### src/rtl/servo_pkg.sv
// Shared constants and types for the switch-commanded servo target slewer.
// The four target positions are the compare values fed to the 50 Hz pwm block.
package servo_pkg;

    localparam logic [7:0] POS0 = 8'd60;
    localparam logic [7:0] POS1 = 8'd100;
    localparam logic [7:0] POS2 = 8'd160;
    localparam logic [7:0] POS3 = 8'd230;

    typedef enum logic {
        IDLE,
        SLEW
    } slew_state_t;

    function automatic logic [7:0] pos_lut(input logic [1:0] idx);
        case (idx)
            2'd0:    return POS0;
            2'd1:    return POS1;
            2'd2:    return POS2;
            default: return POS3;
        endcase
    endfunction

endpackage

### src/rtl/switch_debounce.sv
// Two-flop synchronizer, per-bit debounce counter and registered rising-edge
// detect. A level must persist DEB_MAX+1 cycles before it is accepted.
module switch_debounce #(
    parameter int               WIDTH   = 4,
    parameter int               CNT_W   = 20,
    parameter logic [CNT_W-1:0] DEB_MAX = 20'd269_999
) (
    input  logic             clk,
    input  logic             nrst,
    input  logic [WIDTH-1:0] psw,
    output logic [WIDTH-1:0] press
);

    logic [WIDTH-1:0] r_sync1;
    logic [WIDTH-1:0] r_sync2;
    logic [WIDTH-1:0] r_stable;
    logic [WIDTH-1:0] r_stable_d;
    logic [WIDTH-1:0] r_press;
    logic [CNT_W-1:0] r_cnt [WIDTH];

    // NOTE: state uses <= so every flop samples pre-edge values, which is what
    // lets r_sync2 lag r_sync1 by a full cycle.
    always_ff @(posedge clk or negedge nrst) begin
        if (!nrst) begin
            r_sync1    <= '0;
            r_sync2    <= '0;
            r_stable   <= '0;
            r_stable_d <= '0;
            r_press    <= '0;
            // NOTE: the counter array is flops, not RAM, and must clear on reset
            // so a level has to persist a full interval after reset.
            for (int i = 0; i < WIDTH; i++) r_cnt[i] <= '0;
        end else begin
            r_sync1    <= psw;
            r_sync2    <= r_sync1;
            r_stable_d <= r_stable;
            r_press    <= r_stable & ~r_stable_d;
            for (int i = 0; i < WIDTH; i++) begin
                if (r_sync2[i] == r_stable[i]) begin
                    r_cnt[i] <= '0;
                end else if (r_cnt[i] == DEB_MAX) begin
                    r_stable[i] <= r_sync2[i];
                    r_cnt[i]    <= '0;
                end else begin
                    r_cnt[i] <= r_cnt[i] + CNT_W'(1);
                end
            end
        end
    end

    assign press = r_press;

endmodule

### src/rtl/servo_target_slewer.sv
// Latches a switch-selected target position and walks compare toward it by
// one count per step interval, so the pwm duty never jumps.
module servo_target_slewer
    import servo_pkg::*;
#(
    parameter int               CNT_W    = 20,
    parameter logic [CNT_W-1:0] DEB_MAX  = 20'd269_999,
    parameter logic [CNT_W-1:0] STEP_MAX = 20'd269_999
) (
    input  logic       clk,
    input  logic       nrst,
    input  logic [3:0] psw,
    output logic [7:0] compare,
    output logic [1:0] target_idx,
    output logic       busy,
    output logic       done
);

    logic [3:0]       w_press;
    logic             w_any;
    logic [1:0]       w_sel_idx;
    logic [7:0]       w_tgt;
    logic [7:0]       w_next;
    logic             w_tick;

    slew_state_t      r_state;
    logic [7:0]       r_compare;
    logic [1:0]       r_target_idx;
    logic [CNT_W-1:0] r_step_cnt;
    logic             r_busy;
    logic             r_done;

    switch_debounce #(
        .WIDTH   (4),
        .CNT_W   (CNT_W),
        .DEB_MAX (DEB_MAX)
    ) u_debounce (
        .clk   (clk),
        .nrst  (nrst),
        .psw   (psw),
        .press (w_press)
    );

    // NOTE: default first so every path assigns w_sel_idx and no latch forms.
    always_comb begin
        w_sel_idx = 2'd0;
        for (int i = 3; i >= 0; i--) begin
            if (w_press[i]) w_sel_idx = 2'(i);
        end
    end

    // A fresh press overrides the latched target in the same cycle it arrives.
    assign w_any  = |w_press;
    assign w_tgt  = w_any ? pos_lut(w_sel_idx) : pos_lut(r_target_idx);
    assign w_tick = (r_step_cnt == STEP_MAX);
    assign w_next = (r_compare < w_tgt) ? r_compare + 8'd1 : r_compare - 8'd1;

    always_ff @(posedge clk or negedge nrst) begin
        if (!nrst) begin
            r_state      <= IDLE;
            r_compare    <= POS0;
            r_target_idx <= 2'd0;
            r_step_cnt   <= '0;
            r_busy       <= 1'b0;
            r_done       <= 1'b0;
        end else begin
            r_done <= 1'b0;
            case (r_state)
                IDLE: begin
                    if (w_any) begin
                        r_target_idx <= w_sel_idx;
                        if (w_tgt != r_compare) begin
                            r_step_cnt <= '0;
                            r_state    <= SLEW;
                            r_busy     <= 1'b1;
                        end
                    end
                end
                SLEW: begin
                    if (w_any) r_target_idx <= w_sel_idx;
                    r_step_cnt <= w_tick ? '0 : r_step_cnt + CNT_W'(1);
                    // Retarget onto the current position ends the move at once.
                    if (w_tgt == r_compare) begin
                        r_state <= IDLE;
                        r_busy  <= 1'b0;
                        r_done  <= 1'b1;
                    end else if (w_tick) begin
                        r_compare <= w_next;
                        if (w_next == w_tgt) begin
                            r_state <= IDLE;
                            r_busy  <= 1'b0;
                            r_done  <= 1'b1;
                        end
                    end
                end
                default: r_state <= IDLE;
            endcase
        end
    end

    assign compare    = r_compare;
    assign target_idx = r_target_idx;
    assign busy       = r_busy;
    assign done       = r_done;

endmodule

### config.mk
export PLATFORM = sky130hd
export DESIGN_NAME = servo_target_slewer
export DESIGN_NICKNAME = d
export VERILOG_FILES = /design/src/rtl/servo_pkg.sv /design/src/rtl/switch_debounce.sv /design/src/rtl/servo_target_slewer.sv
export SDC_FILE = /design/constraint.sdc
export NUM_CORES = 1
export LEC_CHECK = 0
export BUFFER_PORTS_ARGS = -buffer_cell sky130_fd_sc_hd__buf_2
export CORE_UTILIZATION = 56
export DETAILED_ROUTE_END_ITERATION = 8
export PLACE_DENSITY = 0.8
export SKIP_CTS_REPAIR_TIMING = 1
export SLEW_MARGIN = 20
export SYNTH_ARGS = -nofsm -noshare
export SYNTH_HDL_FRONTEND = slang
export SYNTH_SLANG_ARGS = --single-unit
### constraint.sdc
create_clock -name clk -period 3.25 [get_ports clk]
set_input_delay 0.65 -clock clk [delete_from_list [all_inputs] [get_ports clk]]
set_output_delay 0.65 -clock clk [all_outputs]
set_load 0.02 [all_outputs]
# Word-level counts from Yosys, hierarchy flattened
# Cells that the tools add are included.
# word_totals
regBits,133
in_bits,6
output_inout_bits,12
elab_cells,101
# op_classes
addsub,7
n_lt_le_gt_ge,1
eq_ne,20
muxes,37
bitwise_logic,8
reduce_logical,10
# op_table
operator,count
two-way mux 20 bit,11
"adder 20 x 1 -> 20 bit, second input constant",5
"equality test 20 x 19 -> 1 bit, second input constant",5
case mux 8 bit (3 select lines),2
case mux 20 bit (2 select lines),1
equality test 8 bit,2
two-way mux 8 bit,2
two-way mux 1 bit,14
two-way mux 2 bit,5
AND reduction 2 bit,5
"adder 8 x 1 -> 8 bit, second input constant",1
less-than comparator 8 bit,1
!= test 8 bit,1
"subtractor 8 x 1 -> 8 bit, second input constant",1
inverter 1 bit,6
AND 4 bit,1
equality test 1 bit,4
"equality test 2 x 1 -> 1 bit, second input constant",2
"equality test 2 bit, second input constant",2
logical NOT 2 bit,2
"!= test 2 bit, second input constant",2
inverter 4 bit,1
case mux 1 bit (2 select lines),2
AND reduction 4 bit,1
4 further kinds,4

# Logic depth before layout (Yosys ltp)
# Gate-level depths: netlist of run 1.
# logic_depth
word_depth,14
mapped_depth,16
mapped_depth_nobuf,16

# By module
# From an unflattened synthesis of run 1, not the netlist that was laid out.
# hier_totals
cells_unflattened,705
hier_area_um2,6915.4
# modules_own_cells
module,instances,cells_each,area_each_um2,seq_area_each_um2
switch_debounce,1,456,4720.8,2502.4
servo_target_slewer,1,249,2194.6,830.8

# Worst setup path before layout of run 1
# Ideal clock, no wire load.
# synth_timing
kind,register -> register
from,"register r_target_idx[1], in the netlist target_idx[1]"
to,"register r_done, in the netlist done"
setup_time_ns,0.125
t_arrival_ns,3.475
required_time_ns,3.125
setup_slack_ns,-0.350
stages_incl_launch_ff,14
n_path_buf,0
synth_period_minus_slack_ns,3.600
cell_sequence,dfrtp_1 > nor3b_1 > o21a_1 > ha_1 > nor2b_1 > o31ai_1 > o21ai_1 > or2_2 > ha_1 > a211oi_1 > a21oi_1 > o41ai_2 > xnor3_1 > a2bb2o_1
# synth_via
elab_chain_cells,10
elab_cells_between_ends,13
classes_between,order compare (1); eq/ne (4); mux (7); reduce/logical (1)
# synth_rtl
item,line,rtl
start: declaration,servo_target_slewer.sv:28,logic [1:0] r_target_idx;
start signal: assignment,servo_target_slewer.sv:71,r_target_idx <= w_sel_idx;
start signal: assignment,servo_target_slewer.sv:80,if (w_any) r_target_idx <= w_sel_idx;
"equality test 2 bit, or another cell as far along",servo_pkg.sv:16,case (idx)
case mux 8 bit (3 select lines) *,servo_pkg.sv:16,
two-way mux 8 bit *,servo_target_slewer.sv:54,assign w_tgt = w_any ? pos_lut(w_sel_idx) : pos_lut(r_target_idx);
less-than comparator 8 bit,servo_target_slewer.sv:56,assign w_next = (r_compare < w_tgt) ? r_compare + 8'd1 : r_compare - 8'd1;
two-way mux 8 bit,servo_target_slewer.sv:56,
equality test 8 bit,servo_target_slewer.sv:89,if (w_next == w_tgt) begin
two-way mux 1 bit,servo_target_slewer.sv:89,
two-way mux 1 bit,servo_target_slewer.sv:87,end else if (w_tick) begin
two-way mux 1 bit *,servo_target_slewer.sv:83,if (w_tgt == r_compare) begin
two-way mux 1 bit *,servo_target_slewer.sv:68,case (r_state)
end signal: assignment,servo_target_slewer.sv:67,r_done <= 1'b0;
end signal: assignment,servo_target_slewer.sv:86,r_done <= 1'b1;
end signal: assignment,servo_target_slewer.sv:92,r_done <= 1'b1;
end: declaration,servo_target_slewer.sv:31,logic r_done;
# Every way passes the cells marked *; elsewhere a longest branch is shown, timed or not.
# A chain may end at the register's enable or synchronous reset.

# Final worst setup path of run 1
# layout_timing
from,"register r_target_idx[0], in the netlist target_idx[0]"
to,"register r_busy, in the netlist busy"
# layout_via
elab_chain_cells,8
elab_cells_between_ends,16
classes_between,order compare (1); eq/ne (8); mux (5); reduce/logical (2)
# layout_rtl
item,line,rtl
"equality test 2 bit, or another cell as far along",servo_pkg.sv:16,
case mux 8 bit (3 select lines) *,servo_pkg.sv:16,
two-way mux 8 bit *,servo_target_slewer.sv:54,
less-than comparator 8 bit,servo_target_slewer.sv:56,
two-way mux 8 bit,servo_target_slewer.sv:56,
equality test 8 bit,servo_target_slewer.sv:89,
!= test 3 x 1 -> 1 bit (no line),--,
AND reduction 4 bit (no line),--,
end signal: assignment,servo_target_slewer.sv:64,r_busy <= 1'b0;
end signal: assignment,servo_target_slewer.sv:85,r_busy <= 1'b0;
end signal: assignment,servo_target_slewer.sv:91,r_busy <= 1'b0;
end: declaration,servo_target_slewer.sv:30,logic r_busy;
# Marks and branches as above.

==> results_dict.tcl, run 1 <==
set metrics [dict create \
    period_minus_slack_ns 3.68 \
    n_fill_cell 821 \
    cp_max_fo 8 \
    yosysWarnings 0 \
    pre_cts_slack_ns -0.327 \
    cts_tree "built" \
    area_growth_pct 18.2 \
    seqPwrFrac_pct 45.3 \
    worst_skew_pair.late_latency_ns 0.42 \
    crit_start "target_idx[0]" \
    grt_max_degree 55 \
    r2r-start "target_idx[0]" \
    drtIter0Drc 522 \
    cp_data_arrival_time_ns 3.98 \
    avgViaCountPerCell 5.99 \
    hpwl_um 9380 \
    grtUsageTotal_pct 24.7 \
    clock_sinks 133 \
    core_um2 11600 \
    yosysMostFrequentCell "dfrtp_1" \
    end_kind "flip-flop" \
    rsz0062_at_grt "true" \
    final_cells 891 \
    synth_top_area_share_pct 47.8 \
    vias 5340 \
    crit_path_start_kind "flip-flop" \
    die_w_um 112 \
    skew_ns 0.00861 \
    vdd_drop_max_mv 0.346 \
    synthFlopType "dfrtp_1" \
    drv_slew 0 \
    fmax_mhz 272 \
    final_layout_size_suffix_gt1_share_pct 17.4 \
    p_int_mw 2.92 \
    required_ns 3.55 \
    synth.distinct_cells 62 \
    maxCapViolCount 0 \
    antenna_cells 0 \
    crit_type "flip-flop to flip-flop" \
    synth.area.top_cells "dfrtp_1 48%, xor2_1 6.4%, nor2_1 5.1%" \
    utilization_pct 69.0 \
    clock_path_buffers 2 \
    async_flop_share_pct 100 \
    finalSetupTns_ns -1.88 \
    tightestPinTransition_ns 0.749 \
    fin_hold_ws_ns 0.303 \
    synth_nets 714 \
    die_h_um 112 \
    syn_inst 691 \
    status "finished, violations left" \
    antenna_left 0 \
    clkTransAtPathRegs_ns 0.06 \
    num_io_pins 18 \
    p_per_area_nw_per_um2 467 \
    synth_commonest_cells "129 x dfrtp_1, 91 x nor2_1, 56 x nand2_1" \
    ys_seq_area_share_pct 49.4 \
    antenna_found_initial 0 \
    drc 2 \
    cts_made_buffers 17 \
    fin_area_um2 7980 \
    dpl_cell_area_um2 7210 \
    overflow 0 \
    htree_levels 4 \
    synth-edff-count 0 \
    leakage_nw 3.47 \
    syn_area_um2 6750 \
    root_buffer "clkbuf_16" \
    grt_pass1_vias 5314 \
    wl_um 15000 \
    combPwrFrac_pct 2.2 \
    setup_viol 6 \
    finalPower_mw 3.72 \
    ys_ff_latch 133 \
    hold_viol_final 0 \
    p_sw_share_pct 21.6 \
    placedCellCount 858 \
    grt_pass1_wl_um 24400 \
    rows 39 \
    violations "DRC, setup timing" \
    maxSlewHeadroom_pct 49.7 \
    die-area_um2 12500 \
    layout.nets 759 \
    wl_per_cell_um 16.9 \
    clock_power_share_pct 52.5 \
    power_switching_mw 0.803 \
    syn_area_per_cell_um2 9.77 \
    synth_top_area_cell "dfrtp_1" \
    initial_utilization_pct 58.4 \
    dr.pass1.iters 7 \
    numPortBuffers 17 \
    gp_congestion 0.873 \
    fin_crit_sh_pct 113 \
    setup_slack_ns -0.430 \
    min_path_type "primary input to async pin" \
]
==> state kept, by name, indices dropped and copies added, names as in the netlist, 4 cells and up <==
register / count
u_debounce.r_cnt: 80
r_step_cnt: 20
compare: 8
u_debounce.press: 4
u_debounce.r_stable: 4
u_debounce.r_stable_d: 4
u_debounce.r_sync1: 4
u_debounce.r_sync2: 4
==> critical path: stages, from the launching register on <==
cell and delay [ns]:
dfrtp_2 0.45, nor3b_2 0.20, o21a_1 0.23, ha_4 0.23
nor2b_4 0.13, o21ai_0 0.26, a21oi_2 0.12, or2_4 0.34
inv_2 0.08, fa_2 0.20, and3b_2 0.22, o21a_4 0.23
o311a_1 0.34, xnor2_1 0.17, and4_4 0.26, a22oi_2 0.08
==> layer usage <==
| layer | global-route usage, % | wire [um] | vias up |
|---|---|---|---|
| met5 | 0 | 0 | - |
| met1 | 29.5 | 6230 | 2616 |
| met3 | 6.15 | 680 | 41 |
| met2 | 42.6 | 7750 | 166 |
| li1 | - | - | 2517 |
| met4 | 9.91 | 358 | 0 |
==> layout by cell type (no fill, tap or decap), types with 3 or more instances in the layout <==
cell        netlist  layout
o21ai_0          30      27
nor3_1            7       4
o21bai_1         10       9
clkinvlp_4        0       4
dfrtp_1         129     124
xnor2_1          22      22
clkbuf_16         0      17
and4_1            9       8
a21oi_2           1       4
mux2i_1           4       4
ha_4              0       5
buf_4             2      29
dfrtp_2           0       5
xor2_1           49      49
o21ai_1           3       6
nand2_1          56      56
nor4b_1           5       5
nand2b_1          4       4
nor4_1           14      12
nor2b_1          10       9
mux2_2            6       6
bufinv_16         0       3
dfstp_2           4       4
a21o_1            3       3
nand3_1          44      43
nor2_1           91      89
and3_1           15      14
or3_1            17      17
buf_2             2      16
nand4_1          22      22
a21oi_1          32      29
inv_1            16      15
and2_1            8       8
ha_1             16      11
==> path summary, 6_finish.rpt <==
| check | endpoint | slack [ns] | cells past startpoint |
|---|---|---|---|
| worst max-delay path | busy | -0.43 | 15 |
| worst min-delay path | u_debounce.r_cnt[10] | 0.30 | 1 |
| worst max register to register | busy | -0.43 | 15 |
| worst min register to register | u_debounce.r_sync2[0] | 0.35 | 0 |
| max in group asynchronous | compare[2] | 2.23 | 2 |
| min in group clk | u_debounce.r_sync1[1] | 0.33 | 1 |
==> kinds of logic (layout without fill, tap and decap cells) <==
family | count (synthesis) | count (layout) | share of synthesized area [%]
buffers and inverters | 38 | 95 | 2.37
DFF | 133 | 133 | 49.4
and+or+nand+nor | 319 | 319 | 24.5
muxes | 10 | 10 | 1.59
adders and majority gates | 17 | 17 | 3.26
AOI/OAI and AO/OA | 102 | 102 | 9.38
xor gates and xnor gates | 72 | 72 | 9.54
==> layout make-up <==
class	count	area [um^2]	share of cell area, %
well taps	143	179	2.24
inverters	17	63.8	0.799
clock buffers	20	447	5.60
flip-flops and latches	133	3340	41.8
clock inverters	11	151	1.90
repair buffers	47	338	4.23
multi-input cells	520	3460	43.4
==> power by group through the flow <==
stage	Sequential [mW]	Clock [mW]	Combinational, mW
floorplan	1.71	0	0.0350
global placement	1.71	0	0.0822
detailed placement	1.72	0	0.0855
CTS	1.69	1.97	0.0860
global route	1.69	2.05	0.0983
finish	1.69	1.95	0.0827
Note: power is estimated with default switching activity, not from simulation.
==> run 2: changes to the inputs <==
Settings changed: CELL_PAD_IN_SITES_DETAIL_PLACEMENT set to 1, CELL_PAD_IN_SITES_GLOBAL_PLACEMENT set to 2, CORE_UTILIZATION 56 to 37, SYNTH_HIERARCHICAL set to 1.
==> run 2 against run 1 <==
Net effect: the flow still finishes with violations (DRC, setup timing); via count up 2.3%; routed wire length rose by 15%; critical path depth increased by 2; largest cell class unchanged.
==> results_dict.tcl, run 2 <==
set metrics [dict create \
    wl_per_cell_um 17.3 \
    synth_top_area_share_pct 46.7 \
    synth_top_family_by_area "simple AND/OR/NAND/NOR gates" \
    area_growth_pct 21.9 \
    worst_skew_pair.late_latency_ns 0.42 \
    pre_cts_slack_ns -0.367 \
    clock_sinks 133 \
    root_buffer "clkbuf_16" \
    async_flop_share_pct 100 \
    synth-simple-area-share_pct 25.3 \
    p_per_area_nw_per_um2 458 \
    synth_xor_area_share_pct 9.95 \
    die-area_um2 19200 \
    drtIter0Drc 194 \
    setup_slack_ns -0.310 \
    rsz0062_at_grt "true" \
    cp_data_arrival_time_ns 3.85 \
    crit_path_start_kind "flip-flop" \
    die_h_um 139 \
    gp_congestion 0.860 \
    drc 6 \
    fmax_mhz 281 \
    syn_area_um2 6920 \
    htree_levels 4 \
    num_io_pins 18 \
    synthAdderAreaFrac_pct 3.18 \
    core_um2 18100 \
    avgViaCountPerCell 5.47 \
    overflow 0 \
    end_kind "flip-flop" \
    synthFlopType "dfrtp_1" \
    largest_reg_flops 80 \
    ys_ff_latch 133 \
    synth_nets 728 \
    hpwl_um 11700 \
    dr.pass1.iters 6 \
    final_cell_mix "124 x dfrtp_1, 95 x nor2_1, 49 x nand2_1" \
    final_layout_size_suffix_gt1_share_pct 20.5 \
    cts_tree "built" \
    finalPower_mw 3.86 \
    antenna_found_initial 0 \
    syn_area_per_cell_um2 9.81 \
    vias 5464 \
    yosysMostFrequentCell "dfrtp_1" \
    grt_max_degree 69 \
    dpl_cell_area_um2 7490 \
    final_common_cell "dfrtp_1" \
    antenna_left 0 \
    synth-edff-count 0 \
    fin_crit_sh_pct 110 \
    clock_path_buffers 2 \
    vdd_drop_max_mv 0.311 \
    layout.nets 780 \
    violations "DRC, setup timing" \
    synthMuxAreaShare_pct 1.09 \
    min_path_type "primary input to async pin" \
    wl_um 17200 \
    die_w_um 139 \
    rows 49 \
    synth.area.top_cells "dfrtp_1 47%, xnor2_1 6.6%, nor2_1 5.4%" \
    final_cells 999 \
    grt_pass1_wl_um 29100 \
    cts_made_buffers 17 \
    yosysWarnings 6 \
    skew_ns 0.00850 \
    synth_compound_area_share_pct 9.81 \
    drv_slew 0 \
    period_minus_slack_ns 3.56 \
    leakage_nw 3.45 \
    grtUsageTotal_pct 18.8 \
    status "finished, violations left" \
    cp_max_fo 7 \
    numPortBuffers 17 \
    grt_pass1_vias 5768 \
    fin_area_um2 8430 \
    initial_utilization_pct 38.1 \
    largest_register "u_debounce/r_cnt" \
    clkTransAtPathRegs_ns 0.06 \
    ys_seq_area_share_pct 48.2 \
    setup_viol 5 \
    required_ns 3.54 \
    crit_type "flip-flop to flip-flop" \
    synth_commonest_cells "129 x dfrtp_1, 100 x nor2_1, 52 x xnor2_1" \
    hold_viol_final 0 \
    syn_inst 705 \
    antenna_cells 0 \
    maxSlewHeadroom_pct 38.0 \
    placedCellCount 963 \
    tightestPinTransition_ns 0.927 \
    synth_top_area_cell "dfrtp_1" \
    maxCapViolCount 0 \
    synth.distinct_cells 66 \
]
## run 2: routing by layer
layer  global-route usage [%]  up-vias  share of wire, %
met5                        0        -                 0
met4                     5.73        0               1.1
met3                     3.87       14               2.3
met2                     30.6       54                48
met1                     25.4     2774                48
li1                         -     2622                 -
## run 2: metrics by stage
stage / hold slack [ns] / utilization, % / setup TNS (ns)
final: 0.241 / 46.4 / -1.01
after global routing: 0.279 / 46.4 / -2.04
after CTS: 0.257 / 44.8 / -1.28
after detailed placement: 0.352 / 41.3 / -1.28
after global placement: 0.355 / 41.3 / -0.256
after floorplan: 0.331 / - / -0.0981
## run 2: worst max-delay path, stage by stage, from the launching register on
cell	delay, ns
dfrtp_2	0.45
nor3_2	0.22
inv_1	0.06
ha_1	0.29
and3_4	0.21
o31ai_4	0.07
o21ai_2	0.17
a31o_4	0.24
buf_6	0.14
inv_4	0.03
fa_2	0.35
nand2b_4	0.17
a21oi_4	0.15
xnor2_2	0.15
and3_1	0.21
o2111ai_2	0.18
nor4_4	0.26
nor2_1	0.08
## run 2: path summary, 6_finish.rpt
check / from / endpoint / slack [ns] / depth (start not counted)
setup / recovery: u_debounce/press[1] / r_state / -0.31 / 17
hold / removal: nrst / compare[0] / 0.24 / 1
setup reg to reg: u_debounce/press[1] / r_state / -0.31 / 17
hold reg to reg: u_debounce/r_sync1[3] / u_debounce/r_sync2[3] / 0.37 / 0
max in group asynchronous: nrst / u_debounce/r_cnt[26] / 2.27 / 2
min in group clk: psw[1] / u_debounce/r_sync1[1] / 0.33 / 1
## run 2: cells by family (layout without fill, tap and decap cells)
logic type | count (synthesis) | in the layout
adder cells (fa/ha/maj) | 17 | 17
buffers and inverters | 38 | 103
AO/OA/AOI/OAI | 103 | 103
AND/OR/NAND/NOR | 330 | 330
flip-flops | 133 | 133
XOR/XNOR | 77 | 77
multiplexers | 7 | 7
## run 2: area by class of cell
class / instances / area, um^2
fill: 1999 / 9720
tap: 229 / 287
timing repair buffer: 53 / 380
clock buffer: 19 / 453
inverter: 18 / 70.1
multi-input combinational: 534 / 3710
clock inverter: 13 / 193
sequential: 133 / 3340
## run 2: power breakdown
| group | switching [mW] | internal (mW) |
|---|---|---|
| Clock | 0.749 | 1.33 |
| Combinational | 0.0626 | 0.0215 |
| Sequential | 0.0174 | 1.67 |
| Total | 0.830 | 3.03 |
==> run 3: changes to the inputs <==
Settings changed: SKIP_LAST_GASP set to 1.
==> run 3 against run 2 <==
Net effect: the flow still finishes with violations (DRC, setup timing); maximum frequency fell by 0.29%; non-clock buffer count unchanged; clock-buffer cell count unchanged; clock power hardly changed; clock skew about the same; global-route usage is the same; core utilization decreased by 0.062 points; register-to-register slack barely moved; sequential share of layout area grew 0.053 points; critical path type unchanged; highest routed layer unchanged.
==> results_dict.tcl, run 3 (same netlist as run 2, synthesis figures left out) <==
set metrics [dict create \
    worst_skew_pair.late_latency_ns 0.42 \
    end_kind "flip-flop" \
    overflow 0 \
    pre_cts_slack_ns -0.367 \
    crit_type "flip-flop to flip-flop" \
    grtUsageTotal_pct 18.8 \
    setup_viol 6 \
    htree_levels 4 \
    maxSlewHeadroom_pct 38.1 \
    vias 5468 \
    numPortBuffers 17 \
    use_met3_pct 3.87 \
    grt_max_degree 69 \
    area_growth_pct 21.7 \
    clkTransAtPathRegs_ns 0.06 \
    core_um2 18100 \
    drtIter0Drc 225 \
    finalSetupTns_ns -1.05 \
    setup_slack_ns -0.320 \
    tightestPinTransition_ns 0.926 \
    dr.pass1.iters 8 \
    period_minus_slack_ns 3.57 \
    wl_per_cell_um 17.3 \
    skew_ns 0.00842 \
    antenna_found_initial 0 \
    p_per_area_nw_per_um2 459 \
    crit_chain "nor3_2 > inv_1 > ha_1 > and3_4 > o31ai_4 > o21ai_2 > a31o_4 > buf_6 > inv_4 > fa_2 > nand2b_4 > a21oi_4 > xnor2_2 > and3_1 > o2111ai_2 > nor4_4 > nor2_1" \
    die-area_um2 19200 \
    largest_reg_flops 80 \
    grt_pass1_wl_um 29100 \
    hold_viol_final 0 \
    clock_path_buffers 2 \
    cts_made_buffers 17 \
    die_w_um 139 \
    antenna_left 0 \
    largest_register "u_debounce/r_cnt" \
    crit_path_start_kind "flip-flop" \
    crit_start "u_debounce/press[1]" \
    p_sw_share_pct 21.5 \
    vdd_drop_max_mv 0.312 \
    layout.nets 780 \
    cp_data_arrival_time_ns 3.86 \
    cp_max_fo 7 \
    antenna_cells 0 \
    final_cell_mix "124 x dfrtp_1, 95 x nor2_1, 49 x nand2_1" \
    cts_tree "built" \
    seqPwrFrac_pct 43.8 \
    required_ns 3.54 \
    power_switching_mw 0.831 \
    use_met2_pct 30.6 \
    drc 6 \
    combPwrFrac_pct 2.2 \
    clock_power_share_pct 54.0 \
    status "finished, violations left" \
    hpwl_um 11700 \
    drv_slew 0 \
    gp_congestion 0.860 \
    min_path_type "primary input to async pin" \
    p_int_mw 3.03 \
    leakage_nw 3.45 \
    maxCapViolCount 0 \
    final_common_cell "dfrtp_1" \
    grt.busiest_layer "met2" \
    fin_crit_sh_pct 110 \
    rows 49 \
    violations "DRC, setup timing" \
    gr-usage-met1_pct 25.4 \
    clock_sinks 133 \
    rsz0062_at_grt "true" \
    r2r_setup_slack_ns -0.32 \
    initial_utilization_pct 38.1 \
    r2r-start "u_debounce/press[1]" \
    final_layout_size_suffix_gt1_share_pct 20.4 \
    grt_pass1_vias 5768 \
    fin_hold_ws_ns 0.240 \
    path_buf_inv 3 \
    die_h_um 139 \
    cp_slowest_cell "dfrtp_2" \
    path_delay_family "simple AND/OR/NAND/NOR gates" \
    fmax_mhz 280 \
    wl_um 17300 \
    avgViaCountPerCell 5.47 \
    num_io_pins 18 \
    critPathMaxStageDelay_ns 0.45 \
    root_buffer "clkbuf_16" \
]
-- run 3: metal layers --
metal | up-vias | part of all wire (%)
li1 | 2621 | -
met1 | 2771 | 48
met4 | 0 | 1.2
met2 | 60 | 48
met3 | 16 | 2.4
met5 | - | 0
-- run 3: layout make-up --
cell class | instances | area (um^2)
Inverter | 18 | 70.1
Clock buffer | 19 | 453
Fill cell | 2002 | 9730
Sequential cell | 133 | 3340
Tap cell | 229 | 287
Clock inverter | 13 | 193
Multi-Input combinational cell | 534 | 3700
Timing Repair Buffer | 53 | 373
-- run 3: final timing paths --
| path | endpoint | cells past startpoint |
|---|---|---|
| hold reg to reg | u_debounce/r_sync2[3] | 0 |
| max in group asynchronous | u_debounce/press[1] | 2 |
| min in group clk | u_debounce/r_sync1[1] | 1 |
| setup / recovery | r_state | 17 |
| setup reg to reg | r_state | 17 |
| hold / removal | compare[0] | 1 |
-- run 3: power groups by stage --
| stage | registers, mW | clock network [mW] | logic (mW) |
|---|---|---|---|
| 2_1_floorplan | 1.72 | 0 | 0.0379 |
| 3_3_place_gp | 1.72 | 0 | 0.0849 |
| 3_5_place_dp | 1.72 | 0 | 0.0882 |
| 4_1_cts | 1.69 | 2.14 | 0.0888 |
| 5_1_grt | 1.69 | 2.21 | 0.101 |
| 6_report | 1.69 | 2.09 | 0.0841 |
-- run 3: stage by stage --
step,util [%],instances,cell area [um^2],power (mW)
finish,46.4,999,8420,3.86
global route,46.4,999,8420,4.00
CTS,44.8,995,8130,3.92
detailed placement,41.3,963,7490,1.81
global placement,41.3,963,7490,1.80
floorplan,-,705,6970,1.75
-- run 3: worst reg2reg max path, cell delays in order, from the launching register on --
cell	delay, ns
dfrtp_2	0.45
nor3_2	0.22
inv_1	0.06
ha_1	0.30
and3_4	0.21
o31ai_4	0.07
o21ai_2	0.17
a31o_4	0.24
buf_6	0.14
inv_4	0.03
fa_2	0.35
nand2b_4	0.17
a21oi_4	0.15
xnor2_2	0.16
and3_1	0.21
o2111ai_2	0.18
nor4_4	0.26
nor2_1	0.08
